## src/rtl/gpio_pkg.sv

```systemverilog
// Shared GPIO definitions, used by the input capture block and the pad interface.
//   GPIO_WIDTH_DEF      : default number of pad bits
//   DEBOUNCE_CYCLES_DEF : default stable cycles before a level change is accepted
//   db_cnt_t            : per-bit debounce counter type
package gpio_pkg;

  localparam int unsigned GPIO_WIDTH_DEF      = 8;
  localparam int unsigned DEBOUNCE_CYCLES_DEF = 4;
  localparam int unsigned DB_CNT_W            = 8;

  typedef logic [DB_CNT_W-1:0] db_cnt_t;

endpackage

```

## src/rtl/gpio_in_debounce.sv

```systemverilog
// Per-bit input path: two-flop synchronizer, optional debounce, edge detect.
//   sys_clk, sys_rst_n : clock, async active-low reset
//   i_pad              : raw pad bit (asynchronous to sys_clk)
//   i_db_en            : 1 = debounce, 0 = bypass (level follows synchronizer)
//   o_level            : synchronized, debounced level
//   o_rise / o_fall    : one-cycle pulse, the cycle after o_level changes
module gpio_in_debounce
  import gpio_pkg::*;
#(
  parameter int unsigned DEBOUNCE_CYCLES = DEBOUNCE_CYCLES_DEF
) (
  input  logic sys_clk,
  input  logic sys_rst_n,
  input  logic i_pad,
  input  logic i_db_en,
  output logic o_level,
  output logic o_rise,
  output logic o_fall
);

  localparam db_cnt_t CNT_MAX = db_cnt_t'(DEBOUNCE_CYCLES - 1);

  logic    r_s1;
  logic    r_s2;
  logic    r_level;
  logic    r_level_d;
  logic    r_db_en_d;
  logic    r_rise;
  logic    r_fall;
  db_cnt_t r_cnt;

  logic    w_level_nxt;
  db_cnt_t w_cnt_nxt;

  // Counter only advances while the synchronized input disagrees with the
  // accepted level; a mode change restarts the count.
  always_comb begin
    w_level_nxt = r_level;
    w_cnt_nxt   = '0;
    if (!i_db_en) begin
      w_level_nxt = r_s2;
    end else if (i_db_en != r_db_en_d) begin
      w_cnt_nxt = '0;
    end else if (r_s2 != r_level) begin
      if (r_cnt == CNT_MAX) begin
        w_level_nxt = r_s2;
      end else begin
        w_cnt_nxt = r_cnt + db_cnt_t'(1);
      end
    end
  end

  always_ff @(posedge sys_clk or negedge sys_rst_n) begin
    if (!sys_rst_n) begin
      r_s1      <= 1'b0;
      r_s2      <= 1'b0;
      r_level   <= 1'b0;
      r_level_d <= 1'b0;
      r_db_en_d <= 1'b0;
      r_cnt     <= '0;
      r_rise    <= 1'b0;
      r_fall    <= 1'b0;
    end else begin
      r_s1      <= i_pad;
      r_s2      <= r_s1;
      r_level   <= w_level_nxt;
      r_level_d <= r_level;
      r_db_en_d <= i_db_en;
      r_cnt     <= w_cnt_nxt;
      r_rise    <= r_level & ~r_level_d;
      r_fall    <= ~r_level & r_level_d;
    end
  end

  assign o_level = r_level;
  assign o_rise  = r_rise;
  assign o_fall  = r_fall;

endmodule

```

## src/rtl/gpio_in_capture.sv

```systemverilog
// GPIO input capture: per-bit synchronize/debounce/edge detect plus sticky
// edge interrupt status.
//   sys_clk, sys_rst_n       : clock, async active-low reset
//   gpio_data_in             : raw pad inputs
//   db_enable                : per-bit debounce enable (0 = bypass)
//   irq_rise_en/irq_fall_en  : per-bit edge interrupt enables
//   irq_clear                : per-bit write-1-to-clear of irq_status
//   gpio_level               : debounced level
//   edge_rise/edge_fall      : one-cycle accepted-edge pulses
//   irq_status, irq          : sticky flags and their OR
module gpio_in_capture
  import gpio_pkg::*;
#(
  parameter int unsigned GPIO_WIDTH      = GPIO_WIDTH_DEF,
  parameter int unsigned DEBOUNCE_CYCLES = DEBOUNCE_CYCLES_DEF
) (
  input  logic                  sys_clk,
  input  logic                  sys_rst_n,
  input  logic [GPIO_WIDTH-1:0] gpio_data_in,
  input  logic [GPIO_WIDTH-1:0] db_enable,
  input  logic [GPIO_WIDTH-1:0] irq_rise_en,
  input  logic [GPIO_WIDTH-1:0] irq_fall_en,
  input  logic [GPIO_WIDTH-1:0] irq_clear,
  output logic [GPIO_WIDTH-1:0] gpio_level,
  output logic [GPIO_WIDTH-1:0] edge_rise,
  output logic [GPIO_WIDTH-1:0] edge_fall,
  output logic [GPIO_WIDTH-1:0] irq_status,
  output logic                  irq
);

  logic [GPIO_WIDTH-1:0] w_level;
  logic [GPIO_WIDTH-1:0] w_rise;
  logic [GPIO_WIDTH-1:0] w_fall;
  logic [GPIO_WIDTH-1:0] w_set;
  logic [GPIO_WIDTH-1:0] r_irq_status;

  for (genvar g = 0; g < GPIO_WIDTH; g++) begin : g_bit
    gpio_in_debounce #(
      .DEBOUNCE_CYCLES(DEBOUNCE_CYCLES)
    ) u_db (
      .sys_clk  (sys_clk),
      .sys_rst_n(sys_rst_n),
      .i_pad    (gpio_data_in[g]),
      .i_db_en  (db_enable[g]),
      .o_level  (w_level[g]),
      .o_rise   (w_rise[g]),
      .o_fall   (w_fall[g])
    );
  end

  assign w_set = (w_rise & irq_rise_en) | (w_fall & irq_fall_en);

  // Clear is applied first so a coincident set wins.
  always_ff @(posedge sys_clk or negedge sys_rst_n) begin
    if (!sys_rst_n) begin
      r_irq_status <= '0;
    end else begin
      r_irq_status <= (r_irq_status & ~irq_clear) | w_set;
    end
  end

  assign gpio_level = w_level;
  assign edge_rise  = w_rise;
  assign edge_fall  = w_fall;
  assign irq_status = r_irq_status;
  assign irq        = |r_irq_status;

endmodule

```

## config.mk

```make
export PLATFORM = sky130hd
export DESIGN_NAME = gpio_in_capture
export DESIGN_NICKNAME = d
export VERILOG_FILES = /design/src/rtl/gpio_pkg.sv /design/src/rtl/gpio_in_debounce.sv /design/src/rtl/gpio_in_capture.sv
export SDC_FILE = /design/constraint.sdc
export NUM_CORES = 1
export LEC_CHECK = 0
export ABC_AREA = 1
export CORE_MARGIN = 3
export CORE_UTILIZATION = 55
export CTS_CLUSTER_SIZE = 12
export DETAILED_ROUTE_END_ITERATION = 6
export PLACE_DENSITY = 0.78
export SLEW_MARGIN = 5
export SYNTH_ARGS = -nofsm -noshare
export SYNTH_HDL_FRONTEND = slang
export SYNTH_SLANG_ARGS = --single-unit
export TNS_END_PERCENT = 30
```

## constraint.sdc

```tcl
create_clock -name sys_clk -period 2.1 [get_ports sys_clk]
set_input_delay 0.42 -clock sys_clk [delete_from_list [all_inputs] [get_ports sys_clk]]
set_output_delay 0.42 -clock sys_clk [all_outputs]
set_load 0.03 [all_outputs]
```

## Yosys cells after proc, flatten, opt, wreduce, memory -nomap -nowiden

Index checks and enable logic that the tools add are counted.

| operators by class | value |
|---|---|
| reductions and logical operators | 9 |
| equal/unequal tests | 48 |
| bitwise operators | 38 |
| add/sub/neg operators | 8 |
| multiplexer cells | 64 |

Operators with widths:

| cell | count |
|---|---|
| 8-bit 2-to-1 mux | 32 |
| 8-bit by 1-bit adder with 8-bit output (second input constant) | 8 |
| 8-bit by 2-bit == test with 1-bit output (second input constant) | 8 |
| 1-bit 2-to-1 mux | 32 |
| 2-bit by 1-bit != test with 1-bit output (second input constant) | 16 |
| 8-bit bitwise AND | 3 |
| 3-bit AND reduction | 8 |
| 1-bit bitwise AND | 16 |
| 1-bit != test | 16 |
| 2-bit != test (second input constant) | 8 |
| 1-bit inverter | 16 |
| 8-bit OR | 2 |
| 8-bit inverter | 1 |
| 8-bit OR reduction | 1 |

| storage, ports and cells | value |
|---|---|
| logic and storage cells | 232 |
| input bits | 42 |
| register bits | 128 |

## Depth between registers and ports, before layout

Gate-level depths: netlist (run 1).

| depth | value |
|---|---|
| depth after elaboration | 5 |
| gate-level depth with buffers | 8 |
| mapped depth without buffers | 8 |

## Modules after synthesis

Synthesis (run 1) repeated with hierarchy kept, for this count alone.

| unflattened totals | value |
|---|---|
| cell total of the unflattened synthesis | 645 |
| area, all modules | 5829.3 um^2 |

Modules (own cells, without submodules):

| module | sequential area each (um^2) | cells an instance | area an instance (um^2) | instances |
|---|---|---|---|---|
| gpio_in_debounce at g_bit[0].u_db ... | 375.4 | 73 | 678.2 | 6 |
| gpio_in_debounce at g_bit[1].u_db ... | 375.4 | 72 | 671.9 | 2 |
| gpio_in_capture | 200.2 | 63 | 416.6 | 1 |

## Worst setup path after synthesis (run 1)

OpenSTA, ideal clock, no wires.

| timing path | value |
|---|---|
| kind | flip-flop to output port |
| start point | register r_irq_status[6], in the netlist irq_status[6] |
| end point | output port irq |
| slack | 0.677 ns |
| stages on the path, launching flop included | 3 |
| required time | 1.680 ns |
| arrival | 1.003 ns |
| cells stage by stage | dfrtp_1 -> nor4_1 -> nand2_1 |

| between the ends | value |
|---|---|
| cells in the longest elaborated chain, start to end | 1 |

RTL lines:

| item | line | RTL |
|---|---|---|
| start: declaration | gpio_in_capture.sv:35 | `logic [GPIO_WIDTH-1:0] r_irq_status;` |
| start signal: assignment | gpio_in_capture.sv:58 | `r_irq_status <= (r_irq_status & ~irq_clear) \| w_set;` |
| 8-bit OR reduction | gpio_in_capture.sv:66 | `assign irq = \|r_irq_status;` |
| end: declaration | gpio_in_capture.sv:28 | `output logic irq` |

Every way passes these cells.

## Worst setup path after layout (run 1)

| timing path | value |
|---|---|
| start point | register g_bit[3].u_db.r_rise |
| end point | output port edge_rise[3] |

RTL lines:

| item | line | RTL |
|---|---|---|
| start: declaration | gpio_in_debounce.sv:28 | `logic r_rise;` |
| start signal: assignment | gpio_in_debounce.sv:70 | `r_rise <= r_level & ~r_level_d;` |
| end: declaration | gpio_in_capture.sv:25 | `output logic [GPIO_WIDTH-1:0] edge_rise,` |

No word-level cell between the ends.

==> results of run 1 <==
==> metal layers <==
layer	routed length [um]	share of wire (%)
met5	0	0
met3	738	6.4
met2	5780	50
met4	153	1.3
met1	4830	42
==> kinds of logic (layout without fill, tap and decap cells) <==
family	Yosys count	after routing	synth area share, %
AO/OA/AOI/OAI	52	52	5.08
XOR/XNOR	3	3	0.442
adder cells (fa/ha/maj)	16	16	3.37
buffers and inverters	165	250	11.9
flip-flops	128	128	53.9
AND/OR/NAND/NOR	353	353	25.2
==> flip-flops by register name (all words and copies together), names as in the netlist <==
name and cells:
g_bit.u_db.r_cnt 64, g_bit.u_db.o_fall 8, g_bit.u_db.r_s2 8, g_bit.u_db.r_db_en_d 8, g_bit.u_db.o_rise 8, g_bit.u_db.r_level_d 8
g_bit.u_db.r_s1 8, g_bit.u_db.o_level 8, irq_status 8
==> how the worst max path moves through the flow <==
| stage | from | end | slack [ps] | cells after the start |
|---|---|---|---|---|
| 2_1_floorplan | irq_status[6]$_DFF_PN0_ | irq | 680 | 2 |
| 3_3_place_gp | db_enable[6] | g_bit[6].u_db.r_cnt[3]$_DFF_PN0_ | 310 | 6 |
| 3_5_place_dp | db_enable[7] | g_bit[7].u_db.r_cnt[2]$_DFF_PN0_ | 230 | 6 |
| 4_1_cts | irq_status[5]$_DFF_PN0_ | irq_status[5] | 5 | 1 |
| 5_1_grt | irq_status[5]$_DFF_PN0_ | irq | -5 | 3 |
| 6_report | g_bit[3].u_db.o_rise$_DFF_PN0_ | edge_rise[3] | 80 | 1 |
==> power breakdown <==
part / internal [uW] / switching (uW)
combinational: 409 / 614
sequential: 2670 / 172
clock: 1710 / 962
==> synthesized netlist by cell type <==
master	number
a21oi_1	14
a31oi_1	9
nor2_2	7
nor3_2	4
nor2_1	103
nand2_1	166
xor2_1	1
o211ai_1	8
o21ai_1	4
buf_4	24
o21bai_1	1
nor3_1	15
nor2_4	1
inv_1	141
xnor2_1	2
a21oi_2	2
nand4_1	14
dfrtp_1	128
ha_1	16
nor3b_1	2
nor4_1	2
nand2_2	7
o21ai_0	14
nand3_1	32
==> repair_timing <==
action	4_1_cts	5_1_grt
pin swaps	0	0
hold buffers	1	0
gates resized for setup	11	3
gates cloned	0	0
setup endpoints to repair	9	3
endpoints found under the hold margin	29	0
==> through the flow <==
step / area [um2] / utilization [%] / setup TNS (ps) / hold slack (ps) / instances
2_1_floorplan: 5940 / - / 0 / 124 / 717
3_3_place_gp: 6730 / 64.6 / 0 / 334 / 906
3_5_place_dp: 6730 / 64.6 / 0 / 335 / 906
4_1_cts: 7280 / 69.9 / 0 / 311 / 938
5_1_grt: 7290 / 70.0 / -4.55 / 322 / 938
6_report: 7290 / 70.0 / 0 / 339 / 938
==> cell type report <==
| type | count | area, um2 |
|---|---|---|
| well taps | 136 | 170 |
| clock buffers | 25 | 494 |
| repair buffers | 78 | 805 |
| inverters | 141 | 529 |
| multi-input cells | 424 | 2030 |
| clock inverters | 6 | 55.1 |
| flip-flops and latches | 128 | 3200 |
| fillers | 790 | 3130 |
==> key figures, run 1 <==
Clock network
  • Number of CTS-inserted buffers: 17
  • Clock tree sinks: 128
  • Setup Buffers After CTS: 0
  • CTS tree: yes
  • CTS clock-pin slew for the worst setup and hold paths: 50 ps
  • H-Tree Depth: 4
  • CTS max path bufs: 2
  • Clock Latency Late Sink: between 500 and 600 ps
  • Clock root buffer: clkbuf_8

Placement
  • PortBufs: 74
  • Post-place setup slack: roughly 230 ps
  • Gp weighted congestion: 0.890
  • DP Wirelength: roughly 8600 um

Worst setup path
  • Crit-path cells: clkdlybuf4s50_1
  • Worst path max stage delay: between 600 and 700 ps
  • CP bufs+invs: 1
  • FF-to-FF Start: g_bit[6].u_db.r_db_en_d$_DFF_PN0_
  • Reg2Reg Depth: 6
  • CP Capture Type: output port
  • Reg-to-Reg End: g_bit[6].u_db.r_cnt[3]$_DFF_PN0_
  • Slowest CP cell: clkdlybuf4s50_1
  • Worst EP arrival: 1600 ps
  • WP data required: 1680 ps
  • Crit Path Class: flop to output port
  • CP delay by family, top: buffers and inverters
  • Startpoint types: flop
  • Max Fanout on Critical Path: 2
  • R2R setup slack: 820 ps

Run status
  • Status: complete, no violations

STA
  • Final Hold Viols: 0
  • Final setup viols: 0
  • Pins Over Slew Limit: 0
  • Unrepaired setup endpoints after global routing: true
  • Final setup skew: 5.12 ps
  • Fmax: ~0.49 GHz
  • Worst slew pin tran: 467 ps
  • Minimum clock period: 2020 ps
  • Setup WS post-layout: roughly 78 ps
  • Slew HR: 68.9%
  • Period Utilization, post-route: between 90% and 100%

Hold path
  • Hold crit path type: input port to flop
  • WHS Endpoint: g_bit[3].u_db.r_s1$_DFF_PN0_
  • Hold Startpoint: gpio_data_in[3]
  • Hold Crit Depth: 1

Layout
  • Nets: 848
  • Ant diodes: 0
  • Most common library cell in the layout ignoring fill and taps: nand2_1
  • Area growth syn-to-layout: 22.7%
  • Share of cells above drive strength 1: 6.86%
  • Most frequent cells in the layout: nand2_1 (166), inv_1 (141), dfrtp_1 (128), nor2_1 (103), clkdlybuf4s50_1 (62)

Logic synthesis
  • Synthesized flop and latch total: 128
  • Post-synth top area cell: dfrtp_1
  • Post-synthesis sequential area ratio: 53.9%
  • Avg Cell Area, Syn: approximately 8.3 um2
  • Largest cells by area after synthesis: dfrtp_1 (54%), nand2_1 (10%), inv_1 (8.9%)
  • Post-synthesis cell count: 717
  • Synth Cell Area: a little under 6000 um2
  • Syn nets: around 780
  • Number of distinct library cells after synthesis: 24
  • Area fraction of the dominant cell type after synthesis: between 50% and 60%
  • Warnings, synthesis: 0

Power and ir drop
  • Total power: 6530 uW
  • Cell leakage power: 0.00361 uW
  • Maximum vdd drop: 0.000489 V
  • PwrDens: between 800 and 900 nW/um2

Detailed routing
  • Vias per cell: 5.00
  • DRT Pass-1 Iters: 4
  • Final wirelength: 11,500 um
  • Drt drc: 0
  • Routed Antenna Nets: 0
  • Vias: 4,689
  • Iter 0 DRT Violations: 201
  • Wire per inst: approximately 12 um

Global routing
  • First-pass GRT wire length: roughly 20,000 um
  • GR Layer Usage met1: 24.3%
  • Largest net degree at the start of global routing: 36
  • Initial antenna violation count: 0
  • Gr ovfl total: 0
  • Most used routing layer: met2
  • Met2 global-route usage: 36.2%
  • Total GRT Usage: 21.0%
  • Met3 usage: 6.52%
  • Vias in the first global route: 4,640

Die
  • Die Y: 110 um
  • Core ar.: around 10,000 um2
  • Die Wd: about 110 um
  • Number of I/O pins: 75
  • Die ar.: 12,100 um2
  • Starting Density: 57.0%
  • # rows: 37

Job
  • Max-cap violations: 0
(Power assumes the default switching activity.)
==> run 2: changes to the inputs <==
Settings changed: CORE_MARGIN 3 to default, CORE_UTILIZATION 55 to 40, PLACE_DENSITY 0.78 to 0.6.
==> key figures, run 2 (same netlist as run 1, synthesis figures left out) <==
Layout
  • Final Util: 50.5%
  • Max FFs per register: 64
  • Nets: 849
  • Share of cells above drive strength 1: 6.48%
  • Most frequent cells in the layout: nand2_1 (166), inv_1 (141), dfrtp_1 (128), nor2_1 (103), clkdlybuf4s50_1 (71)
  • Area growth syn-to-layout: 23.5%
  • Ant diodes: 0
  • Reg with most FFs: g_bit.u_db.r_cnt
  • Fillcell total: about 1,400
  • Most common library cell in the layout ignoring fill and taps: nand2_1

Worst setup path
  • Reg2Reg Depth: 6
  • R2R setup slack: 800 ps
  • Crit path from: g_bit[4].u_db.o_level$_DFFE_PN0P_
  • CP delay by family, top: buffers and inverters
  • Worst EP arrival: approximately 1600 ps
  • Crit-path cells: clkdlybuf4s50_1
  • Worst path max stage delay: 720 ps
  • Reg-to-Reg End: g_bit[5].u_db.r_cnt[6]$_DFF_PN0_
  • FF-to-FF Start: g_bit[5].u_db.o_level$_DFFE_PN0P_
  • CP Capture Type: output port
  • WP data required: 1680 ps
  • Crit Path Class: flop to output port
  • CP bufs+invs: 1
  • Critical path depth: 1
  • Max Fanout on Critical Path: 7
  • Startpoint types: flop
  • Slowest CP cell: clkdlybuf4s50_1
  • CP endpoint: gpio_level[4]

Placement
  • PortBufs: 74
  • Gp weighted congestion: 0.829
  • DP Wirelength: 8220 um

Power and ir drop
  • Internal power: 4810 uW
  • PwrDens: around 900 nW/um2
  • Sequential power share: 43.2%
  • Cell leakage power: 0.00357 uW
  • Maximum vdd drop: 0.000540 V
  • Combinational fraction of design power: 15.9%
  • Total power: 6570 uW
  • Clock power frac: 40.9%
  • NetSw: 1760 uW
  • Switching portion of total power: 26.8%

Clock network
  • H-Tree Depth: 4
  • Number of CTS-inserted buffers: 17
  • CTS clock-pin slew for the worst setup and hold paths: 50 ps
  • Clock tree sinks: 128
  • CTS max path bufs: 2
  • CTS tree: yes
  • Clock root buffer: clkbuf_16
  • Clock Latency Late Sink: 410 ps

Detailed routing
  • Iter 0 DRT Violations: about 240
  • Vias: ~4,600
  • Drt drc: 0
  • DRT Pass-1 Iters: 4
  • Final wirelength: between 10,000 and 15,000 um
  • Vias per cell: 4.62
  • Routed Antenna Nets: 0
  • Wire per inst: 11.2 um

Die
  • Core ar.: 14,500 um2
  • Starting Density: 40.9%
  • Number of I/O pins: 75
  • Die Y: 124 um
  • # rows: 44
  • Die ar.: 15,300 um2
  • Die Wd: 124 um

Job
  • Max-cap violations: 0

STA
  • Pins Over Slew Limit: 0
  • Final hold slack: 345 ps
  • Setup TNS Final: 0 ps
  • Worst slew pin tran: 406 ps
  • Period Utilization, post-route: 95.8%
  • Final setup viols: 0
  • Unrepaired setup endpoints after global routing: false
  • Final Hold Viols: 0
  • Final setup skew: 6.80 ps
  • Minimum clock period: 2010 ps
  • Slew HR: between 70% and 80%
  • Fmax: 0.497 GHz

Global routing
  • Total GRT Usage: roughly 16%
  • Vias in the first global route: 4,482
  • First-pass GRT wire length: 19,100 um
  • Largest net degree at the start of global routing: 52
  • Gr ovfl total: 0
  • Initial antenna violation count: 0

Hold path
  • Hold crit path type: flop to flop

Run status
  • Status: complete, no violations
-- run 2: cell types whose count changed in the layout (fill, tap and decap cells not counted), moves of 2 or more --
cell             previous run  this run
clkbuf_1                    3         5
clkbuf_8                    6         3
buf_4                       1         3
clkdlybuf4s50_1            62        71
dlygate4sd2_1               8         1
-- run 2: stage by stage --
stage	setup slack (ps)	cells	instance area [um2]
floorplan	677	717	5940
global placement	282	955	6780
detailed placement	215	955	6780
CTS	24.6	987	7330
global route	1.96	987	7340
finish	87.6	987	7340
-- run 2: worst min-delay path by stage --
stage / from / end / slack [ps] / cells past startpoint
6_report: g_bit[1].u_db.r_s1$_DFF_PN0_ / g_bit[1].u_db.r_s2$_DFF_PN0_ / 340 / 0
5_1_grt: g_bit[1].u_db.r_s1$_DFF_PN0_ / g_bit[1].u_db.r_s2$_DFF_PN0_ / 350 / 0
4_1_cts: g_bit[1].u_db.r_s1$_DFF_PN0_ / g_bit[1].u_db.r_s2$_DFF_PN0_ / 350 / 0
3_5_place_dp: g_bit[1].u_db.r_s1$_DFF_PN0_ / g_bit[1].u_db.r_s2$_DFF_PN0_ / 340 / 0
3_3_place_gp: g_bit[4].u_db.r_s1$_DFF_PN0_ / g_bit[4].u_db.r_s2$_DFF_PN0_ / 330 / 0
2_1_floorplan: sys_rst_n / g_bit[0].u_db.o_fall$_DFF_PN0_ / 120 / 0
-- run 2: layout make-up --
| cell class | instances | area [um2] | share of cell area [%] |
|---|---|---|---|
| multi-input cells | 424 | 2030 | 27.6 |
| clock buffers | 25 | 485 | 6.62 |
| inverters | 141 | 529 | 7.21 |
| flip-flops and latches | 128 | 3200 | 43.7 |
| well taps | 184 | 230 | 3.14 |
| repair buffers | 79 | 805 | 11.0 |
| clock inverters | 6 | 57.6 | 0.784 |
-- run 2: worst reg2reg max path, stage by stage (launching register included) --
cell and delay (ps):
dfrtp_1 380, buf_4 160, inv_1 90, nand2_1 70, a21oi_1 210, nand2_2 150
nor3_1 150
-- run 2: power by group through the flow --
stage | Sequential (uW) | Clock (uW) | Combinational (uW)
after floorplan | 2910 | 0 | 608
final | 2840 | 2690 | 1050
after CTS | 2840 | 2770 | 1070
after global placement | 2880 | 0 | 1050
after detailed placement | 2890 | 0 | 1060
after global routing | 2870 | 2880 | 1160
-- run 2: timing repair --
| item | in CTS | in global routing |
|---|---|---|
| endpoints found under the hold margin | 27 | 0 |
| hold buffers | 1 | 0 |
| gates resized for setup | 1 | 1 |
| setup buffers | 0 | 0 |
| setup endpoints to repair | 1 | 1 |
-- run 2: per-layer routing --
| layer | vias up | track usage, % | wire [um] |
|---|---|---|---|
| met4 | 0 | 7.00 | 153 |
| met2 | 83 | 27.5 | 5310 |
| li1 | 2342 | - | - |
| met3 | 13 | 4.72 | 573 |
| met5 | - | 0 | 0 |
| met1 | 2121 | 19.1 | 5010 |
